### src/rtl/ppu_oam_dma_sink.sv
// Receiving end of the PPU OAM port: captures $2003/$2004 bus writes (CPU or sprite DMA),
// commits them into a 256-byte OAM on the WR falling edge and tracks OAMADDR / burst progress.
module ppu_oam_dma_sink #(
    parameter logic [15:0] REG_BASE  = 16'h2000,
    parameter logic [15:0] WIN_MASK  = 16'hE000,
    parameter int          BURST_LEN = 256
) (
    input  logic        CLK,
    input  logic        RES,
    input  logic        PHI1,
    input  logic [15:0] Addr,
    input  logic        SPR_PPU,
    input  logic        WR,
    input  logic        RD,
    input  logic [7:0]  DB_in,
    output logic [7:0]  DB_out,
    output logic        DB_oe,
    output logic [7:0]  OAMADDR,
    output logic [8:0]  WrCount,
    output logic [7:0]  LastData,
    output logic        BurstDone,
    output logic        WrPulse
);

    localparam logic [2:0] IDX_OAMADDR = 3'd3;
    localparam logic [2:0] IDX_OAMDATA = 3'd4;
    localparam logic [8:0] CNT_MAX     = 9'd511;
    localparam logic [8:0] BURST_CNT   = 9'(BURST_LEN);

    // ---------------- address decode ----------------
    logic       sel;
    logic [2:0] reg_idx;

    assign sel     = SPR_PPU | ((Addr & WIN_MASK) == REG_BASE);
    assign reg_idx = SPR_PPU ? IDX_OAMDATA : Addr[2:0];

    // ---------------- state ----------------
    logic [7:0] mem_q [0:255];

    logic       wr_q;
    logic       block_q;
    logic       hold_valid_q;
    logic [2:0] hold_idx_q;
    logic [7:0] hold_data_q;

    logic [7:0] oamaddr_q,   oamaddr_d;
    logic [8:0] wrcount_q,   wrcount_d;
    logic [7:0] lastdata_q,  lastdata_d;
    logic       wrpulse_q,   wrpulse_d;
    logic       burstdone_q, burstdone_d;

    logic capture_en;
    logic wr_fall;
    logic commit;
    logic commit_addr;
    logic commit_data;
    logic mem_we;

    // block_q keeps a strobe that straddled reset from ever being captured
    assign capture_en  = WR & sel & ~PHI1 & ~block_q;
    assign wr_fall     = wr_q & ~WR;
    assign commit      = wr_fall & hold_valid_q;
    assign commit_addr = commit & (hold_idx_q == IDX_OAMADDR);
    assign commit_data = commit & (hold_idx_q == IDX_OAMDATA);

    // ---------------- capture / edge detect ----------------
    always_ff @(posedge CLK) begin
        if (RES) begin
            wr_q         <= 1'b0;
            block_q      <= 1'b1;
            hold_valid_q <= 1'b0;
            hold_idx_q   <= 3'd0;
            hold_data_q  <= 8'd0;
        end else begin
            wr_q <= WR;
            if (!WR) begin
                block_q <= 1'b0;
            end
            if (capture_en) begin
                hold_valid_q <= 1'b1;
                hold_idx_q   <= reg_idx;
                hold_data_q  <= DB_in;
            end else if (wr_fall) begin
                hold_valid_q <= 1'b0;
            end
        end
    end

    // ---------------- commit next-state ----------------
    always_comb begin
        oamaddr_d   = oamaddr_q;
        wrcount_d   = wrcount_q;
        lastdata_d  = lastdata_q;
        wrpulse_d   = 1'b0;
        burstdone_d = 1'b0;
        mem_we      = 1'b0;

        if (commit_addr) begin
            oamaddr_d = hold_data_q;
            wrcount_d = 9'd0;
            wrpulse_d = 1'b1;
        end else if (commit_data) begin
            mem_we     = ~RES;
            lastdata_d = hold_data_q;
            oamaddr_d  = oamaddr_q + 8'd1;
            wrpulse_d  = 1'b1;
            if (wrcount_q != CNT_MAX) begin
                wrcount_d   = wrcount_q + 9'd1;
                // only a real increment can land on the burst length, so saturation never repulses
                burstdone_d = ((wrcount_q + 9'd1) == BURST_CNT);
            end
        end
    end

    always_ff @(posedge CLK) begin
        if (RES) begin
            oamaddr_q   <= 8'd0;
            wrcount_q   <= 9'd0;
            lastdata_q  <= 8'd0;
            wrpulse_q   <= 1'b0;
            burstdone_q <= 1'b0;
        end else begin
            oamaddr_q   <= oamaddr_d;
            wrcount_q   <= wrcount_d;
            lastdata_q  <= lastdata_d;
            wrpulse_q   <= wrpulse_d;
            burstdone_q <= burstdone_d;
        end
    end

    // OAM contents are deliberately left out of reset
    always_ff @(posedge CLK) begin
        if (mem_we) begin
            mem_q[oamaddr_q] <= hold_data_q;
        end
    end

    // ---------------- outputs ----------------
    assign DB_out    = mem_q[oamaddr_q];
    assign DB_oe     = RD & sel & ~PHI1 & (reg_idx == IDX_OAMDATA);
    assign OAMADDR   = oamaddr_q;
    assign WrCount   = wrcount_q;
    assign LastData  = lastdata_q;
    assign BurstDone = burstdone_q;
    assign WrPulse   = wrpulse_q;

endmodule

### config.mk
export PLATFORM = sky130hd
export DESIGN_NAME = ppu_oam_dma_sink
export DESIGN_NICKNAME = d
export VERILOG_FILES = /design/src/rtl/ppu_oam_dma_sink.sv
export SDC_FILE = /design/constraint.sdc
export NUM_CORES = 2
export LEC_CHECK = 0
export BUFFER_PORTS_ARGS = -buffer_cell sky130_fd_sc_hd__buf_2
export CAP_MARGIN = 20
export CORE_ASPECT_RATIO = 1.75
export CORE_UTILIZATION = 25
export DETAILED_ROUTE_END_ITERATION = 10
export GPL_TIMING_DRIVEN = 0
export PLACE_DENSITY = 0.37
export SETUP_SLACK_MARGIN = 0.3
export SLEW_MARGIN = 20
export SYNTH_ARGS = -nofsm -noshare
export SYNTH_HDL_FRONTEND = slang
export SYNTH_SLANG_ARGS = --single-unit
### constraint.sdc
create_clock -name CLK -period 4.7 [get_ports CLK]
set_input_delay 0.235 -clock CLK [delete_from_list [all_inputs] [get_ports CLK]]
set_output_delay 0.235 -clock CLK [all_outputs]
set_load 0.01 [all_outputs]
[Word-level counts from Yosys, hierarchy flattened]
Memory sizes are Yosys's and may differ from the RTL's. A register that Yosys moved wholly into a read port is not among the register bits.
Index checks and enable logic that the tools add are counted.
Word-level totals
  input port bits: 30
  memories kept: 1
  word-level logic and storage cells: 56
  output and inout port bits: 36
  bits in writable memories: 2048
  register bits after elaboration: 41
Operators by class
  equal/unequal tests: 6
  add/sub/neg operators: 2
  bitwise operators: 18
  reduce and logical (&&, ||, !) cells: 6
  muxes and demuxes: 13
Memories
  mem_q: depth 256, bits a word 8, read ports 1, clocked after Yosys merged registers in 1, write ports 1, RTL line 38  | logic [7:0] mem_q [0:255];
Operators by type and width (number)
  $mux 8: 4
  $and 1x1->1: 10
  $add 9x1->9 const B: 1
  $eq 9x9->1 const B: 1
  $ne 9x9->1 const B: 1
  $add 8x1->8 const B: 1
  $mux 1: 8
  $not 1->1: 7
  $eq 3x3->1 const B: 2
  $reduce_and 2->1: 2
  $reduce_bool 2->1: 2
  $reduce_or 4->1: 1
  $eq 3x1->1 const B: 1
  $eq 3x2->1 const B: 1
  $mux 3: 1
  $reduce_or 2->1: 1
  $or 1x1->1: 1

[Logic depth before layout (Yosys ltp)]
  word-level depth: 8
  mapped depth: 11
  gate-level depth less buffers: 8

[Least setup slack after synthesis]
OpenSTA, ideal clock, no wires.
  path kind: register -> register
  start: reg hold_data_q[1]
  end: mem mem_q[0][1], data pin
  data required time: 3.838 ns
  setup slack: 0.410 ns
  library setup time: 0.862 ns
  data arrival time: 3.428 ns
  clock period less this slack: 4.290 ns
  stages on the path, launching flop included: 1
  buffers on the path: 0
  cell sequence: dfxtp_1
RTL lines
  start: declaration: RTL line 44  | logic [7:0] hold_data_q;
  start signal: assignment: RTL line 82  | hold_data_q <= DB_in;
  end: declaration: RTL line 38
No word-level cell before the write port.

==> metrics.log <==
[metrics] setup slack at placement: -1.347 ns
[metrics] GRT Util Overall: 0.2114
[metrics] Worst Max-Slew Pin Slew: about 1.3 ns
[metrics] dominant synthesized flop cell: sky130_fd_sc_hd__edfxtp_1
[metrics] fraction of the yosys area taken by sequential cells: 0.7715
[metrics] peak supply drop: 306.7 µV
[metrics] Max Slew Vio Count: 0
[metrics] Crit path arrival time: 4.23 ns
[metrics] Die Ht: between 700 and 800 µm
[metrics] number of flops mapped to enable cells by yosys: approximately 2000
[metrics] leak pwr: between 20 and 30 nW
[metrics] final setup violation count: 0
[metrics] clk root buf: sky130_fd_sc_hd__clkbuf_16
[metrics] final period demand of the worst path: roughly 4.5 ns
[metrics] DIE AREA: ~0.33 mm²
[metrics] DRT iter0 DRCs: around 4200
[metrics] number of unique standard cell types used by synthesis: 64
[metrics] max capacitance violation total: 0
[metrics] first-pass GRT wire length: roughly 450 mm
[metrics] relative slew slack: 0.1626
[metrics] endpoint required time on the critical path: roughly 4.5 ns
[metrics] number of storage elements in the synthesis netlist: around 2100
[metrics] share of the clock period used by the worst path: 0.9499
[metrics] overall power of the completed layout: ~0.037 W
[metrics] Layout area overhead: 22.88%
[metrics] largest net degree at the start of global routing: 71
[metrics] setup slack after layout: between 0.2 and 0.25 ns
[metrics] Async SR Flop Fraction: 0
[metrics] CTS clock-pin slew for the worst setup and hold paths: around 0.07 ns
[metrics] worst hold-check path type: in -> reg
[metrics] CTS tree: done
[metrics] Max Clk Rate: about 220 MHz
[metrics] Worst Setup End Kind: output pin
[metrics] CTS HTree Levels: 4
[metrics] WL per Instance: a little under 40 µm
[metrics] count of pins on the block boundary: 66
[metrics] Congestion Overflow GR: 0
[metrics] number of nets with antenna violations after detailed routing: 0
[metrics] Initial Utilization: 0.2511
[metrics] Via density: between 4 and 5
[metrics] Rows: about 280
[metrics] number of iterations in the first detailed-routing pass: 8
[metrics] count of input and output buffers: between 50 and 60
[metrics] Clock Skew: 0.05212 ns
[metrics] slack of the worst reg-to-reg path: approximately 0.40 ns
[metrics] share of layout cells above drive strength 1: 0.3264
[metrics] Post-Syn Instances: roughly 3900
[metrics] worst setup path category: reg -> out
[metrics] via count: between 40000 and 50000
[metrics] maximum buffer depth of the clock tree: 4
[metrics] Power Density: about 370 mW/mm²
[metrics] clock insertion delay at the later pin of the skew report: roughly 0.90 ns
[metrics] Crit Path Max Fanout: 10
[metrics] Final Routed Wirelength: 349.4 mm
[metrics] RSZ-0062 raised after global routing: yes
[metrics] final routed DRC violation total: 0
[metrics] routability congestion estimate: slightly above 0.9
[metrics] post-synthesis cell area: 0.08098 mm²
[metrics] Worst Setup Start Kind: register
[metrics] # nets final: 4469
[metrics] TritonCTS Buffers: between 200 and 250
[metrics] outcome: complete, no violations
[metrics] average cell area after synthesis: about 21 µm²
[metrics] Hold Fails Final Rpt: 0
[metrics] initial antenna violation count: 21
[metrics] Finished Core Util: 0.3085
[metrics] total number of yosys warnings: 0
[metrics] core area: about 0.32 mm²
[metrics] clock tree sinks: 2097
[metrics] final HPWL from detailed placement: between 200 and 250 mm
[metrics] Die Width: 432.2 µm
[metrics] number of global-route vias before repair: approximately 45000
[metrics] number of nets in the synthesized netlist: between 3000 and 4000
==> critical path, cell delays in order (launching register included) <==
cell and delay (ns):
sky130_fd_sc_hd__dfxtp_4 0.42, sky130_fd_sc_hd__buf_12 0.16, sky130_fd_sc_hd__buf_16 0.19, sky130_fd_sc_hd__buf_16 0.20
sky130_fd_sc_hd__and2_4 0.16, sky130_fd_sc_hd__buf_6 0.20, sky130_fd_sc_hd__nor2b_4 0.25, sky130_fd_sc_hd__a21oi_1 0.17
sky130_fd_sc_hd__a41oi_4 0.55, sky130_fd_sc_hd__nor4_2 0.11, sky130_fd_sc_hd__buf_4 0.20, sky130_fd_sc_hd__nor4_4 0.47
sky130_fd_sc_hd__buf_2 0.22
==> final cells by class <==
type | instances | area (µm²)
Antenna cell | 10 | 25.02
Clock buffer | 268 | 5406
Timing Repair Buffer | 290 | 3535
Tap cell | 4309 | 5391
Inverter | 8 | 33.78
Sequential cell | 2097 | 62520
Multi-Input combinational cell | 1597 | 18940
Buffer | 237 | 2912
Clock inverter | 89 | 749.5
Fill cell | 31410 | 223000
==> registers in the layout (all words and copies together), names as in the netlist, named ones only <==
| register | flops |
|---|---|
| block_q | 1 |
| mem_q | 2048 |
| hold_idx_q | 3 |
| WrCount | 9 |
| OAMADDR | 8 |
| LastData | 8 |
| BurstDone | 1 |
| hold_data_q | 8 |
| wr_q | 1 |
| hold_valid_q | 1 |
| WrPulse | 1 |
==> placed cells by master (no fill, tap or decap), types with 29 or more instances in the layout <==
cell,instances
sky130_fd_sc_hd__buf_2,64
sky130_fd_sc_hd__a21oi_1,83
sky130_fd_sc_hd__a22oi_1,115
sky130_fd_sc_hd__buf_12,67
sky130_fd_sc_hd__nor2_1,241
sky130_fd_sc_hd__clkinv_1,36
sky130_fd_sc_hd__buf_6,39
sky130_fd_sc_hd__buf_16,71
sky130_fd_sc_hd__clkbuf_16,209
sky130_fd_sc_hd__buf_8,29
sky130_fd_sc_hd__a22oi_2,48
sky130_fd_sc_hd__o22ai_1,29
sky130_fd_sc_hd__buf_4,130
sky130_fd_sc_hd__nand2_1,66
sky130_fd_sc_hd__clkinv_2,31
sky130_fd_sc_hd__mux2i_1,145
sky130_fd_sc_hd__dfxtp_1,38
sky130_fd_sc_hd__nor2_2,66
sky130_fd_sc_hd__clkbuf_2,43
sky130_fd_sc_hd__a21oi_2,34
sky130_fd_sc_hd__edfxtp_1,2048
sky130_fd_sc_hd__clkbuf_1,90
sky130_fd_sc_hd__mux4_2,439
==> stage by stage <==
step / setup TNS (ns) / instances / cell area (µm²) / hold slack [ns]
final: 0 / 8905 / 99510 / 0.1747
after floorplan: 0 / 3939 / 80980 / 0.3066
after global placement: - / 8303 / 86650 / 0.4349
after global routing: 0 / 8896 / 99480 / 0.2006
after CTS: 0 / 8845 / 98510 / 0.1090
after detailed placement: -6.273 / 8386 / 88750 / 0.4396
==> power breakdown <==
group	switching, W	internal (W)	leakage, nW
combinational	0.000136	0.0000519	7.27
clock	0.00743	0.00873	3.00
sequential	0.0000177	0.0203	16.4
total	0.00758	0.0291	26.6
==> path summary, 6_finish.rpt <==
kind | from | endpoint | depth (start not counted)
max reg2reg | hold_valid_q | mem_q[119][0] | 8
max | register | DB_out[0] | 12
min | DB_in[4] | hold_data_q[4] | 4
min reg2reg | block_q | block_q | 1
==> per-layer routing <==
| layer | up-vias | GRT usage | part of all wire | routed length [µm] |
|---|---|---|---|---|
| met5 | - | 0 | 0.00012 | 42 |
| met4 | 8 | 0.1363 | 0.080 | 27910 |
| met3 | 593 | 0.02669 | 0.042 | 14550 |
| met2 | 1557 | 0.4028 | 0.55 | 191300 |
| met1 | 23590 | 0.2132 | 0.33 | 115500 |
| li1 | 17420 | - | - | - |
==> cell usage after synthesis, drive strengths merged, types with 3 or more instances <==
library cell,n,area share
a31oi,7,0.00054
nor2,312,0.014
mux4,439,0.12
or2,4,0.00031
a211oi,7,0.00065
nand3,29,0.0018
edfxtp,2048,0.76
nor3b,5,0.00046
o221ai,37,0.0041
mux2,5,0.00070
a221oi,12,0.0014
inv,8,0.00037
and2,7,0.00057
a22o,15,0.0016
xor2,7,0.00076
nand4,5,0.00039
dfxtp,49,0.012
xnor2,4,0.00043
ha,6,0.00093
or3b,3,0.00036
o21ai,17,0.0011
and3,5,0.00039
o311ai,3,0.00032
o211ai,3,0.00028
nand2b,7,0.00054
a41oi,3,0.00032
nor2b,16,0.0012
mux2i,150,0.019
nand2,67,0.0031
nand3b,3,0.00028
a21oi,127,0.0078
nor4,31,0.0024
a22oi,163,0.015
clkbuf,107,0.0050
o22ai,39,0.0030
nor3,28,0.0017
and3b,3,0.00032
o2111ai,8,0.00087
buf,130,0.012
a211o,3,0.00032
==> repair_timing <==
action,in CTS,in global routing
setup endpoints to repair,46,183
cloned,3,3
hold endpoints to repair,25,0
setup buffers,83,46
pin swaps,48,38
gates resized for setup,561,115
hold buffers,16,0
==> cells by family after synthesis <==
kind of cell	share of synthesized area
DFF	0.7715
AOI/OAI and AO/OA	0.03873
buffers and inverters	0.01757
adders and majority gates	0.0009270
muxes	0.1413
and+or+nand+nor	0.02871
xor gates and xnor gates	0.001190
Power figures use the tool's default switching activity.
